[src/rtl/blob_line_reader.sv]
// Read-side sequencer for the BLOB line buffer: walks RAM port B for one line
// and presents the pixels on a valid/ready stream with start/end-of-line flags.
module blob_line_reader #(
    parameter int AW   = 14,
    parameter int DW   = 8,
    parameter int ROWW = 12
) (
    input  logic            clk,
    input  logic            rst_n,
    input  logic            start,
    input  logic [AW-1:0]   base_addr,
    input  logic [AW-1:0]   line_len,
    output logic [AW-1:0]   rd_addr,
    input  logic [DW-1:0]   rd_data,
    output logic            m_valid,
    input  logic            m_ready,
    output logic [DW-1:0]   m_data,
    output logic            m_sol,
    output logic            m_eol,
    output logic            busy,
    output logic            done,
    output logic [ROWW-1:0] line_cnt
);

    typedef enum logic [1:0] {IDLE, RUN, DRAIN} state_t;

    localparam logic [AW:0] REM_ONE = (AW+1)'(1);

    state_t        state, state_next;
    logic [AW-1:0] ptr;
    logic [AW:0]   remaining;
    logic          first;
    logic          accept, load, launch, empty_req;

    assign accept    = m_valid && m_ready;
    assign load      = (state == RUN) && (|remaining) && (!m_valid || m_ready);
    assign launch    = (state == IDLE) && start && (|line_len);
    assign empty_req = (state == IDLE) && start && !(|line_len);
    assign rd_addr   = ptr;
    assign busy      = (state != IDLE);

    always_ff @(posedge clk or negedge rst_n) begin
        if (!rst_n) state <= IDLE;
        else        state <= state_next;
    end

    always_comb begin
        state_next = state;
        case (state)
            IDLE:    if (launch) state_next = RUN;
            RUN:     if (load && remaining == REM_ONE) state_next = DRAIN;
            DRAIN:   if (accept) state_next = IDLE;
            default: state_next = IDLE;
        endcase
    end

    // Datapath: load overlaps the handshake of the previous beat, so only the
    // final (m_eol) beat needs a separate DRAIN acceptance.
    always_ff @(posedge clk or negedge rst_n) begin
        if (!rst_n) begin
            ptr       <= '0;
            remaining <= '0;
            first     <= 1'b0;
            m_valid   <= 1'b0;
            m_data    <= '0;
            m_sol     <= 1'b0;
            m_eol     <= 1'b0;
            done      <= 1'b0;
            line_cnt  <= '0;
        end else begin
            done <= 1'b0;
            if (launch) begin
                ptr       <= base_addr;
                remaining <= {1'b0, line_len};
                first     <= 1'b1;
            end
            if (empty_req) done <= 1'b1;
            if (load) begin
                m_data    <= rd_data;
                m_sol     <= first;
                m_eol     <= (remaining == REM_ONE);
                m_valid   <= 1'b1;
                ptr       <= ptr + 1'b1;
                remaining <= remaining - 1'b1;
                first     <= 1'b0;
            end else if (state == DRAIN && accept) begin
                m_valid  <= 1'b0;
                m_sol    <= 1'b0;
                m_eol    <= 1'b0;
                done     <= 1'b1;
                line_cnt <= line_cnt + 1'b1;
            end
        end
    end

endmodule
[config.mk]
export PLATFORM = sky130hd
export DESIGN_NAME = blob_line_reader
export DESIGN_NICKNAME = d
export VERILOG_FILES = /design/src/rtl/blob_line_reader.sv
export SDC_FILE = /design/constraint.sdc
export NUM_CORES = 1
export LEC_CHECK = 0
export CORE_ASPECT_RATIO = 1.1
export CORE_UTILIZATION = 49
export CTS_CLUSTER_DIAMETER = 60
export CTS_CLUSTER_SIZE = 20
export DETAILED_ROUTE_END_ITERATION = 10
export PLACE_DENSITY = 0.91
export SLEW_MARGIN = 0
export SYNTH_ARGS = -nofsm -noshare
export SYNTH_HDL_FRONTEND = slang
export SYNTH_SLANG_ARGS = --single-unit
[constraint.sdc]
create_clock -name clk -period 3.13 [get_ports clk]
set_clock_uncertainty 0.15 [all_clocks]
set_input_delay 0.626 -clock clk [delete_from_list [all_inputs] [get_ports clk]]
set_output_delay 0.626 -clock clk [all_outputs]
set_load 0.03 [all_outputs]
* After elaboration in Yosys (flattened, before gate mapping)
Cells that the tools add are included.
** Operators by class
- Multiplexer cells :: 17
- Reductions and logical operators :: 19
- Bitwise logic cells :: 1
- $add $sub $neg :: 3
- Eq/ne operators :: 6
** Operator list (number)
- $mux W15 :: 2
- $mux W14 :: 2
- $eq A15 B1 Y1 const B :: 1
- $reduce_or A15 Y1 :: 1
- $sub A15 B1 Y15 const B :: 1
- $add A14 B1 Y14 const B :: 1
- $reduce_or A14 Y1 :: 1
- $add A12 B1 Y12 const B :: 1
- $mux W1 :: 9
- $logic_and A1 B1 Y1 :: 8
- $mux W2 :: 3
- $pmux W2 S3 :: 1
- $reduce_bool A2 Y1 :: 3
- $ne A2 B2 Y1 const B :: 2
- $reduce_and A3 Y1 :: 1
- $eq A2 B1 Y1 const B :: 1
- $eq A2 B2 Y1 const B :: 1
- $logic_not A1 Y1 :: 2
- $logic_not A2 Y1 :: 1
- $ne A2 B1 Y1 const B :: 1
- $reduce_and A2 Y1 :: 1
- $logic_or A1 B1 Y1 :: 1
- $not A1 Y1 :: 1
** Word-level totals
- Bits in registers :: 56
- Word-level logic and storage cells :: 56
- Input port bits :: 40
- Output and inout bits :: 39

* Logic depth before layout (Yosys ltp)
- Depth in word-level cells :: 6
- Mapped depth :: 9

* Least setup slack after synthesis
Ideal clock, no wire load.
- Path kind :: input-to-reg
- Start :: in line_len[11]
- End :: reg ptr[9], in the netlist rd_addr[9]
- Arrival time :: 2.179 ns
- Stages :: 5
- Buffers on the path :: 2
- Setup time :: 0.126 ns
- Data required time :: 2.854 ns
- Setup slack :: 0.675 ns
- Cell sequence :: or4_4 o41a_1 buf_6 buf_8 a221o_1
** On the way
- Cells in the longest elaborated chain, start to end :: 3
** RTL lines
- from (decl) :: line 12 : input logic [AW-1:0] line_len,
- $reduce_or A14 Y1 :: line 37 : assign launch = (state == IDLE) && start && (|line_len);
- $logic_and A1 B1 Y1 :: line 37
- $reduce_bool A2 Y1 (no source line)
- to (signal assigned) :: line 73 : ptr <= base_addr;
- to (signal assigned) :: line 83 : ptr <= ptr + 1'b1;
- to (decl) :: line 30 : logic [AW-1:0] ptr;
No other way between the ends.
A chain may end at the register's enable or synchronous reset.

* Worst setup path in the final report
- Start :: in line_len[11]
- End :: reg ptr[10], in the netlist rd_addr[10]
The elaborated chain is that of the path after synthesis.

==> results.md <==
- Status: finished clean
- Design Area, Final: 3910 sq um
- Placer congestion estimate: 0.941
- Required time of the critical path: 3.17 ns
- First-pass GRT wire length: 11900 microns
- # fillers: 437
- CTS resizes: 0
- Cell Chain, Critical Path: clkdlybuf4s50_1 -> or4_4 -> o41a_1 -> a21oi_4 -> o21ai_0 -> o311ai_0
- Core area: 5770 sq um
- Hold Vio Cnt, Final: 0
- Layout Nets: 443
- Clk sinks: 56
- Final setup fails: 0
- Comb power frac: 43.9%
- Ports: 79
- Sequential share of power: 42.1%
- Die width: 75.9 microns
- Number of port buffers: 78
- Full die area: 6320 sq um
- Yosys warns: 0
- Num CTS Buffers: 5
- Worst-path maximum fanout: 10
- VDD IR max: 0.487 mV
- Slowest stage delay, CP: 0.58 ns
- FP Rows: 29
- Sw Pwr: 1.19 mW
- CP Data Arrival Time: 2.74 ns
- Sw frac: 41.9%
- N_diodes: 0
- Initial antenna violation count: 0
- Setup TNS after final layout: 0 ns
- Period utilisation layout: 86.2%
- Buffer type at the clock tree root: clkbuf_8
- Critical Path Start Type: input port
- CTS Hold Bufs: 0
- Worst setup EP type: flop
- Avg Inst Size Synth: 9.37 sq um
- Flops & latches, synth: 56
- Via Count: 2772
- Post-synth top flop: dfrtp_1
- Fin. max-slew vios: 0
- Max Freq: 371 MHz
- Worst hold path class: in2async
- Longest Clk Path Bufs: 2
- Fraction of layout cells with a size suffix above 1: 8.27%
- Finished Core Util: 67.8%
- DP Area: 3820 sq um
- Ys async rst share: 100%
- Cell Pwr Density: 726 nW/um^2
- Synth Cell Area: 2940 sq um
- Clk pwr share: 14.1%
- Total wire length: 7230 microns
- Post-CTS Setup Inserts: 0
- Area growth syn-to-layout: 33.0%
- Final HPWL DP: 5290 microns
- CTS tree: done
- Via/cell ratio: 5.82
- Cell internal pwr: 1.65 mW
- RSZ-0062 raised after global routing: false
- Crit Path Category: in2reg
- Mapped Nets: 359
- Seq/Total Area, Yosys: 47.6%
- Worst path buffer plus inverter count: 1
- Critical path's top delay family: compound AO/OA/AOI/OAI gates
- DRT iter0 DRCs: 172
- Worst-path clk slew: 0.10 ns
- WL/cell: 15.2 microns
- Final ANT Viol Nets: 0
- Initial Util: 51.0%
- Clk_lat worst skew: 0.31 ns
- Total Power: 2.84 mW
- GRT Util Overall: 24.3%
- Static Leak: 1.62 nW
- Drt pass-1 iters: 5
- Largest net degree at the start of global routing: 57
- Vias in the first global route: 2615
- Cells after synthesis: 314
- Slowest CP cell: or4_4
- Synth unique cells: 46
- Global route total overflow: 0
- EDFF count, synth: 0
- Die H: 83.3 microns
- Min cycle time layout: 2.70 ns
- DRC viols: 0
- Worst rel slew slack: 53.9%
- Slew @ Worst Pin: 0.691 ns
- Max Cap Viol: 0
- CTS HTree Levels: 2
[Yosys cell counts, types with 2 or more instances]
cell / number / area share [%]
or4_1: 4 / 1.0
xor2_1: 5 / 1.5
nand2b_1: 2 / 0.43
clkbuf_1: 4 / 0.51
nand4_1: 10 / 2.1
o311ai_0: 11 / 3.3
xnor2_1: 7 / 2.1
inv_1: 5 / 0.64
o221ai_1: 2 / 0.60
mux2i_1: 2 / 0.68
ha_1: 5 / 2.1
o211ai_1: 12 / 3.1
or3_1: 5 / 1.1
a211oi_1: 2 / 0.51
or2_2: 6 / 1.3
nor2_1: 20 / 2.6
and2_1: 2 / 0.43
nand2_1: 75 / 9.6
a221o_1: 5 / 1.7
nor2b_1: 2 / 0.43
a21o_1: 2 / 0.51
or4_4: 2 / 0.77
a31o_2: 2 / 0.60
nand3_1: 19 / 3.2
buf_2: 5 / 0.85
o21ai_0: 10 / 1.7
a21oi_1: 2 / 0.34
dfrtp_1: 56 / 48
nor3b_1: 3 / 0.77
nor3_1: 10 / 1.7
a22oi_1: 2 / 0.51
[flip-flops by register name, summed over array words and instances (netlist names)]
name / count
first: 1
m_valid: 1
m_sol: 1
state: 2
rd_addr: 14
remaining: 15
done: 1
m_eol: 1
m_data: 8
line_cnt: 12
[cell type report]
cell class	instances	area [sq um]	share of cell area, %
Clock buffer	6	72.6	1.85
Multi-Input combinational cell	242	1460	37.2
Sequential cell	56	1400	35.8
Clock inverter	2	16.3	0.416
Timing Repair Buffer	88	851	21.7
Inverter	5	18.8	0.480
Tap cell	77	96.3	2.46
[per-stage QoR]
step	hold slack, ns	setup WS (ns)	cells
after global routing	0.347	0.255	476
after global placement	0.306	0.163	468
after floorplan	0.180	0.675	314
final	0.291	0.433	476
after detailed placement	0.316	0.133	468
after CTS	0.312	0.467	476
[power by group through the flow]
stage / combinational, mW / clock (mW) / sequential (mW)
final: 1.25 / 0.399 / 1.19
after detailed placement: 1.24 / 0 / 1.20
after floorplan: 0.526 / 0 / 1.41
after global routing: 1.36 / 0.438 / 1.23
after global placement: 1.21 / 0 / 1.19
after CTS: 1.25 / 0.403 / 1.19
[per-layer routing]
layer  part of all wire (%)  up-vias  track usage (%)
met1                     42     1314             31.4
met5                      0        -                0
met3                    7.3       15             5.34
met2                     49      137             39.8
met4                    1.6        0             7.41
li1                       -     1306                -
[layout by cell type, fill, tap and decap left out, types with 2 or more instances in the layout]
cell,n
xnor2_1,7
a211oi_1,2
o311ai_0,11
nor2_1,20
a221o_1,5
nor3_1,10
and2_1,2
or3_1,5
nand4_1,10
o211ai_1,12
o21ai_0,10
or4_4,2
xor2_1,5
nand3_1,19
nand2b_1,2
buf_4,10
nand2_1,75
or4_1,4
mux2i_1,2
nor3b_1,3
o221ai_1,2
clkbuf_8,5
a21o_1,2
inv_1,5
a31o_2,2
or2_2,6
ha_1,5
a22oi_1,2
a21oi_1,2
clkdlybuf4s50_1,77
nor2b_1,2
dfrtp_1,56
[kinds of logic after synthesis]
logic type / Yosys count / share of synthesized area [%]
buffers and inverters: 16 / 2.89
XOR/XNOR: 12 / 3.57
AND/OR/NAND/NOR: 168 / 28.1
adder cells (fa/ha/maj): 5 / 2.13
multiplexers: 2 / 0.680
AO/OA/AOI/OAI: 55 / 15.1
flip-flops: 56 / 47.6
[final timing paths]
| path | cells after the start | slack [ns] | end | start |
|---|---|---|---|---|
| worst max-delay path | 6 | 0.43 | rd_addr[10] | line_len[11] |
| worst min-delay path | 2 | 0.29 | line_cnt[10] | rst_n |
| worst max register to register | 7 | 0.51 | rd_addr[9] | remaining[0] |
| worst min register to register | 2 | 0.33 | first | first |
| max in group asynchronous | 2 | 2.08 | rd_addr[1] | rst_n |
| min in group clk | 2 | 0.33 | first | first |
(Power assumes the default switching activity.)
